==> src/rtl/seg7_scan_ndig.sv <==
// seg7_scan_ndig: time-multiplexed NDIG-digit common-anode 7-segment driver
//   Adds a double-buffered load, leading-zero blanking and a one-cycle dead time per digit slot.
//   Optional build macro SEG7_DIM_EN adds a 4-bit brightness input that gates the enable duty.
// Ports:
//   clk, rst_n          clock (rising edge) and asynchronous active-low reset
//   digits[4*NDIG-1:0]  hex nibbles, digit 0 least significant
//   dp_in[NDIG-1:0]     decimal points, 1 = lit
//   load                strobe: capture digits/dp_in into the pending buffer
//   blank_lz            1 = suppress leading zeros
//   segments[6:0]       {a..g}, active-low, registered
//   dp                  decimal point, active-low, registered
//   ndig_en[NDIG-1:0]   digit enables, active-low, one-cold or all-high
//   frame               one-cycle pulse when the scan wraps to digit 0
//   brightness[3:0]     duty level 0..15 (SEG7_DIM_EN only)
module seg7_scan_ndig #(
   parameter int NDIG     = 4,
   parameter int DIV_BITS = 8
) (
   input  logic              clk,
   input  logic              rst_n,
   input  logic [4*NDIG-1:0] digits,
   input  logic [NDIG-1:0]   dp_in,
   input  logic              load,
   input  logic              blank_lz,
`ifdef SEG7_DIM_EN
   input  logic [3:0]        brightness,
`endif
   output logic [6:0]        segments,
   output logic              dp,
   output logic [NDIG-1:0]   ndig_en,
   output logic              frame
);
   localparam int IW = (NDIG > 1) ? $clog2(NDIG) : 1;
   // Hex font packed with glyph 0 in the low bits; 0 = segment lit.
   localparam logic [16*7-1:0] FONT = {
      7'b0111000, 7'b0110000, 7'b1000010, 7'b0110001,
      7'b1100000, 7'b0001000, 7'b0000100, 7'b0000000,
      7'b0001111, 7'b0100000, 7'b0100100, 7'b1001100,
      7'b0000110, 7'b0010010, 7'b1001111, 7'b0000001};

   logic [DIV_BITS-1:0] presc_q, presc_d;
   logic [IW-1:0]       idx_q, idx_d;
   logic [4*NDIG-1:0]   pend_q, pend_d, act_q, act_d;
   logic [NDIG-1:0]     pend_dp_q, pend_dp_d, act_dp_q, act_dp_d;
   logic                pend_valid_q, pend_valid_d;
   logic                blank_q, blank_d;
   logic [6:0]          seg_q, seg_d;
   logic                dp_q, dp_d;
   logic [NDIG-1:0]     en_q, en_d;
   logic                frame_q, frame_d;
   logic                tick, wrap, refresh, on, zero_run;
   logic [NDIG-1:0]     lz;
   logic [3:0]          nib;
`ifdef SEG7_DIM_EN
   logic [3:0]          bright_q, bright_d;
`endif

   always_comb begin
      tick         = &presc_q;
      wrap         = tick && (idx_q == IW'(NDIG-1));
      presc_d      = presc_q + 1'b1;
      idx_d        = tick ? (wrap ? '0 : idx_q + 1'b1) : idx_q;
      pend_d       = load ? digits : pend_q;
      pend_dp_d    = load ? dp_in : pend_dp_q;
      // A load on the wrap tick lands in pending only; the older pending still promotes.
      pend_valid_d = load | (pend_valid_q & ~wrap);
      act_d        = (wrap && pend_valid_q) ? pend_q : act_q;
      act_dp_d     = (wrap && pend_valid_q) ? pend_dp_q : act_dp_q;
      blank_d      = tick ? blank_lz : blank_q;
      // lz[i]: digit i and every digit above it are zero (digit 0 never qualifies).
      zero_run     = 1'b1;
      lz           = '0;
      for (int i = NDIG-1; i >= 0; i--) begin
         zero_run = zero_run && (act_d[4*i +: 4] == 4'h0);
         lz[i]    = zero_run && (i != 0);
      end
      nib          = act_d[4*idx_d +: 4];
      // Reload at slot start and again at presc==1 so the first slot after reset is driven too.
      refresh      = presc_d <= DIV_BITS'(1);
      seg_d        = refresh ? ((blank_d && lz[idx_d]) ? 7'h7F : FONT[7*nib +: 7]) : seg_q;
      dp_d         = refresh ? ~act_dp_d[idx_d] : dp_q;
      on           = presc_d != '0;
`ifdef SEG7_DIM_EN
      bright_d     = tick ? brightness : bright_q;
      on           = on && (presc_d[DIV_BITS-1 -: 4] < bright_d);
`endif
      en_d         = on ? ~(NDIG'(1) << idx_d) : '1;
      frame_d      = wrap;
   end

   always_ff @(posedge clk or negedge rst_n) begin
      if (!rst_n) begin
         presc_q      <= '0;
         idx_q        <= '0;
         pend_q       <= '0;
         pend_dp_q    <= '0;
         act_q        <= '0;
         act_dp_q     <= '0;
         pend_valid_q <= 1'b0;
         blank_q      <= 1'b0;
         seg_q        <= 7'h7F;
         dp_q         <= 1'b1;
         en_q         <= '1;
         frame_q      <= 1'b0;
`ifdef SEG7_DIM_EN
         bright_q     <= '0;
`endif
      end else begin
         presc_q      <= presc_d;
         idx_q        <= idx_d;
         pend_q       <= pend_d;
         pend_dp_q    <= pend_dp_d;
         act_q        <= act_d;
         act_dp_q     <= act_dp_d;
         pend_valid_q <= pend_valid_d;
         blank_q      <= blank_d;
         seg_q        <= seg_d;
         dp_q         <= dp_d;
         en_q         <= en_d;
         frame_q      <= frame_d;
`ifdef SEG7_DIM_EN
         bright_q     <= bright_d;
`endif
      end
   end

   assign segments = seg_q;
   assign dp       = dp_q;
   assign ndig_en  = en_q;
   assign frame    = frame_q;
endmodule

==> config.mk <==
export PLATFORM = sky130hd
export DESIGN_NAME = seg7_scan_ndig
export DESIGN_NICKNAME = d
export VERILOG_FILES = /design/src/rtl/seg7_scan_ndig.sv
export SDC_FILE = /design/constraint.sdc
export NUM_CORES = 1
export LEC_CHECK = 0
export BUFFER_PORTS_ARGS = -buffer_cell sky130_fd_sc_hd__buf_4
export CAP_MARGIN = 15
export CORE_ASPECT_RATIO = 1.4
export CORE_MARGIN = 3
export CORE_UTILIZATION = 45
export DETAILED_ROUTE_END_ITERATION = 16
export GPL_ROUTABILITY_DRIVEN = 1
export PLACE_DENSITY = 0.68
export SYNTH_ARGS = -nofsm -noshare
export SYNTH_HDL_FRONTEND = slang
export SYNTH_SLANG_ARGS = --single-unit
==> constraint.sdc <==
create_clock -name clk -period 4 [get_ports clk]
set_clock_uncertainty 0.15 [all_clocks]
set_input_delay 0.4 -clock clk [delete_from_list [all_inputs] [get_ports clk]]
set_output_delay 0.4 -clock clk [all_outputs]
set_load 0.01 [all_outputs]
==> Yosys cells after proc, flatten, opt, wreduce, memory -nomap -nowiden <==
Index checks and enable logic that the tools add are counted.
{ "classes": {"eq_ne": 1, "add_sub_neg": 2, "n_mul": 1, "div": 0, "magnitude_cmp": 2, "muxes": 11, "reduce_logical": 10, "shift": 3, "bitwise": 5} }
{ "op_table": {"columns": ["cell", "n"], "rows": [
  ["indexed part select 112 x 8 -> 7 bit, first input constant", 1],
  ["2-to-1 mux 16 bit", 1],
  ["indexed part select 16 x 5 -> 4 bit", 1],
  ["zero test 4 bit", 3],
  ["adder 8 x 1 -> 8 bit, second input constant", 1],
  ["<= comparator 8 x 1 -> 1 bit, second input constant", 1],
  ["2-to-1 mux 4 bit", 2],
  ["AND reduction 8 bit", 1],
  ["nonzero test 8 bit", 1],
  ["multiplier 3 x 4 -> 7 bit, first input constant", 1],
  ["2-to-1 mux 7 bit", 1],
  ["logical AND 1 bit", 5],
  ["binary-select mux 1 bit (select 2 bit)", 2],
  ["2-to-1 mux 2 bit", 2],
  ["NOT 4 bit", 1],
  ["<< shifter 1 x 2 -> 4 bit, first input constant", 1],
  ["less-than comparator 2 x 3 -> 1 bit, second input constant", 1],
  ["2-to-1 mux 1 bit", 3],
  ["adder 2 x 1 -> 2 bit, second input constant", 1],
  ["== test 2 bit, second input constant", 1],
  ["NOT 1 bit", 2],
  ["bitwise AND 1 bit", 1],
  ["OR 1 bit", 1]
]} }
{ "totals": {"output_inout_bits": 13, "latchBits": 0, "ram_bits": 0, "wordCells": 47, "mem_count": 0, "rom_bits": 0, "reg_bits": 65, "in_bits": 24} }

==> Depth between registers and ports, before layout <==
{ "logic_depth": {"word_depth": 11, "ltp_mapped": 14, "depth_no_buf": 12} }

==> Worst setup path before layout <==
Ideal clock, no wire load.
{ "synth_timing": {"path_kind": "reg-to-reg", "startpoint": "reg presc_q[0]", "endpoint": "reg seg_q[0] (netlist: segments[0])", "t_required_ps": 3767, "n_path_buf": 2, "path_stages_with_launch": 14, "arrival_time_ps": 3114, "period_less_slack_ps": 3348, "slack_ps": 652, "cell_sequence": "dfrtp_1 -> ha_1 -> and3_1 -> buf_2 -> nand3_2 -> buf_2 -> mux2_2 -> o211ai_1 -> and2_1 -> inv_1 -> ha_1 -> or3_1 -> o211a_1 -> o32a_1"} }
{ "synth_between": {"elab_chain_len": 11, "word_cells_on_any_way": 21, "cone_classes": "1 x add/sub; 1 x mul; 1 x order compare; 2 x shift; 7 x mux; 9 x reduce/logical"} }
{ "synth_rtl": {"columns": ["item", "line", "rtl"], "rows": [
  ["from (decl)", "41", "logic [DIV_BITS-1:0] presc_q, presc_d;"],
  ["from (signal assigned)", "109", "presc_q <= presc_d;"],
  ["AND reduction 8 bit (*)", "59", "tick = &presc_q;"],
  ["logical AND 1 bit (*)", "60", "wrap = tick && (idx_q == IW'(NDIG-1));"],
  ["logical AND 1 bit (*)", "67", "act_d = (wrap && pend_valid_q) ? pend_q : act_q;"],
  ["2-to-1 mux 16 bit (*)", "67", null],
  ["named net act_d[8]", "43", "logic [4*NDIG-1:0] pend_q, pend_d, act_q, act_d;"],
  ["parallel branches: the longest is 6 deep, another holds multiplier 3 x 4 -> 7 bit", null, null],
  ["2-to-1 mux 7 bit (*)", "80", "seg_d = refresh ? ((blank_d && lz[idx_d]) ? 7'h7F : FONT[7*nib +: 7]) : seg_q;"],
  ["to (signal assigned)", "117", "seg_q <= seg_d;"],
  ["to (decl)", "47", "logic [6:0] seg_q, seg_d;"]
]} }
Mark *: on every way through the listed nets, which the timed path passes. The select of a mux whose other input is x is not followed.
A chain may end at the register's enable or synchronous reset.

==> Worst setup path after layout <==
{ "layout_timing": {"startpoint": "reg presc_q[0]", "endpoint": "reg seg_q[0] (netlist: segments[0])"} }
{ "layout_between": {"word_cells_on_any_way": 21, "cone_classes": "1 x add/sub; 1 x mul; 1 x order compare; 2 x shift; 7 x mux; 9 x reduce/logical"} }
{ "layout_lines": {"columns": ["item", "line", "rtl"], "rows": [
  ["AND reduction 8 bit (*)", "59", null],
  ["logical AND 1 bit", "60", null],
  ["2-to-1 mux 2 bit", "62", "idx_d = tick ? (wrap ? '0 : idx_q + 1'b1) : idx_q;"],
  ["2-to-1 mux 2 bit (*)", "62", null],
  ["named net idx_d[1]", "42", "logic [IW-1:0] idx_q, idx_d;"],
  ["indexed part select 16 x 5 -> 4 bit or binary-select mux 1 bit (select 2 bit) (tied branches)", "77, 80", null],
  ["multiplier 3 x 4 -> 7 bit or 2-to-1 mux 1 bit (tied branches)", "80", null],
  ["indexed part select 112 x 8 -> 7 bit or logical AND 1 bit (tied branches)", "80", null],
  ["2-to-1 mux 7 bit (*)", "80", null]
]} }
Mark *: on every way through the listed nets, which the timed path passes. The rest lies on a longest branch. The select of a mux whose other input is x is not followed.

==> summary.md <==
| Metric | Value |
|---|---|
| Top cell type's share of synthesized area | 39.13% |
| Antenna-violating nets left | 0 |
| Max stage delay on crit path | between 0.4 and 0.5 ns |
| Initial Util | roughly 48% |
| Die span in y | 108.7 µm |
| Cell leakage power | 1.754 nW |
| Fin util | 55.70% |
| Syn nets | 346 |
| Vias in the first global route | 2560 |
| Core box area | 7117 µm² |
| Total CTS buffers | 9 |
| Finished Layout Cells | 450 |
| Worst Hold Class | in2async |
| First-pass GRT wire length | 12.48 mm |
| Final hold vios | 0 |
| Tmin final | about 3.5 ns |
| Clk sinks | 65 |
| Top cells by area, synth | dfrtp_1 (39%), mux2_2 (10%), dfstp_2 (9.3%) |
| Global Route Usage Sum | 18.89% |
| Worst Reg-to-Reg Cells | 12 |
| DPL Wire Length | around 5.5 mm |
| Critical setup path kind | reg2reg |
| Ys Warns | 0 |
| DIE AREA | 8625 µm² |
| Postcts setup bufs | 0 |
| WL per Instance | 16.34 µm |
| H-tree depth | 3 |
| CTS max path bufs | 2 |
| Max-cap violations | 0 |
| Distinct cells, synth | 62 |
| IO buf count | 36 |
| # IOs | 37 |
| Initial DRC count | 177 |
| Post-CTS Resized | 0 |
| Diodes inserted | 0 |
| TritonRoute pass-1 iters | 4 |
| Synth area leader | dfrtp_1 |
| Synth Area per Inst | 10.86 µm² |
| Crit path max-delay family | simple AND/OR/NAND/NOR gates |
| CP max-delay cell | dfrtp_1 |
| TritonCTS clock tree | done |
| RSZ-0062 raised after global routing | false |
| WP data arrival | 3.62 ns |
| Final nets | 385 |
| Buf/Inv on CP | 2 |
| Vias | about 2.5k |
| Total grt overflow | 0 |
| Ys flop type | dfrtp_1 |
| Gpl congestion | between 0.9 and 1 |
| Max-slew headroom | 46.40% |
| Area Overhead vs Synth | 16.94% |
| Worst Setup End Kind | flop |
| Mapped Cells | 312 |
| Worst-path cell chain | ha_1 -> nand3_1 -> o21ai_1 -> and2_1 -> inv_1 -> o211ai_1 -> and2_1 -> inv_1 -> ha_1 -> or3_1 -> o211a_1 -> o32a_1 |
| Clock Tree Root | clkbuf_8 |
| #FFs+latches synth | 65 |
| Sequential share of the synthesized area | 48.43% |
| Initial antenna violation count | 0 |
| Post-DR vias/cell | 5.611 |
| Critical path peak fanout | 9 |
| Worst skew pair latency | 0.33 ns |
| Layout cells sized above 1 | 32.39% |
| Worst setup SP type | flop |
| Clk pin slew, worst setup/hold paths | 0.07 ns |
| Largest net degree at the start of global routing | 66 |
| Mapped cell area | 3390 µm² |
| Post-synth top cells | dfrtp_1 (53), mux2_2 (30), nand2_1 (29), inv_1 (16) |
| Peak supply drop | 0.2378 mV |
| Fin crit share | 88.00% |
| Cts hold-fix bufs | 0 |
| CP Depth | 12 |
| Critical Path RT | 4.10 ns |
| Status | finished, final reports clean |
| Die width | approximately 80 µm |
| # rows | 36 |
| DRT Wirelength | approximately 7.4 mm |
| FMAX | about 0.28 GHz |
| Endpoints failing setup | 0 |
| Post-synth EDFFs | 0 |
| Residual DRC count | 0 |
| Top-count cell post-synth | dfrtp_1 |
| Async SR Flop Fraction | 100.0% |
| Placed cells | between 400 and 500 |
| PwrDens | between 300 and 400 nW/µm² |
| Worst Tran Pin Value | 0.8040 ns |
| Slew Viols, Final | 0 |
| Setup TNS Final | 0 ns |
kinds of logic (layout without fill, tap and decap cells):
logic type	Yosys count	in the layout	share of synthesized area, %
AO/OA/AOI/OAI	65	65	13.92
XOR/XNOR	7	7	1.809
adder cells (fa/ha/maj)	10	10	3.691
buffers and inverters	34	77	4.873
flip-flops	65	65	48.43
multiplexers	37	37	12.40
AND/OR/NAND/NOR	94	94	14.88
worst paths after layout:
path | startpoint | to | slack (ns)
min | rst_n | act_dp_q[1] | 0.01
min in group clk | digits[5] | pend_q[5] | 0.14
max | presc_q[0] | segments[0] | 0.48
max reg2reg | presc_q[0] | segments[0] | 0.48
min reg2reg | pend_q[6] | act_q[6] | 0.33
max in group asynchronous | rst_n | idx_q[1] | 3.16
routing by layer:
layer / wire [µm] / up-vias / GRT usage, %
met3: 298 / 15 / 3.554
met4: 136 / 0 / 8.722
met2: 3739 / 69 / 31.63
li1: - / 1210 / -
met5: 0 / - / 0
met1: 3179 / 1231 / 23.60
metrics by stage:
stage          setup WS [ns]   power, W  hold slack, ns  instance area (µm²)
2_1_floorplan         0.6521  0.0007266        -0.04559                 3390
3_3_place_gp          0.6087  0.0007639          0.3005                 3754
3_5_place_dp          0.5338  0.0007663          0.3164                 3754
4_1_cts               0.4963   0.001365         0.02357                 3964
5_1_grt               0.1930   0.001403         0.06450                 3964
6_report              0.4800   0.001347         0.01124                 3964
cell type report:
class | instances | area, µm²
fill | 667 | 3153
sequential | 65 | 1642
multi-input combinational | 213 | 1588
timing repair buffer | 46 | 345.3
clock buffer | 12 | 145.1
tap | 95 | 118.9
clock inverter | 3 | 65.06
inverter | 16 | 60.06
cell usage in the layout, fill, tap and decap left out, types with 3 or more instances in the layout:
cell	netlist	final
a21o_1	3	3
a21oi_1	7	7
a221oi_1	4	4
a31oi_1	5	5
and2_1	5	5
buf_4	6	46
clkbuf_8	0	10
dfrtp_1	53	53
dfstp_2	12	12
ha_1	10	10
inv_1	16	16
mux2_2	30	30
mux2i_1	6	6
nand2_1	29	29
nand3_1	9	9
nand3_2	3	3
nand3b_1	3	3
nand4_1	7	7
nor2_1	13	13
nor3_1	5	4
o211ai_1	4	4
o21ai_0	13	13
o221ai_1	5	5
or4_1	3	3
xnor2_1	3	3
xor2_1	4	4
registers in the layout (all words and copies together), names as in the netlist:
name          cells
act_dp_q          4
act_q            16
blank_q           1
dp                1
frame             1
idx_q             2
ndig_en           4
pend_dp_q         4
pend_q           16
pend_valid_q      1
presc_q           8
segments          7
power by group:
group / switching [W] / internal, W
combinational: 0.0000236 / 0.0000339
sequential: 0.0000168 / 0.000678
clock: 0.000230 / 0.000364
Power figures use the tool's default switching activity.
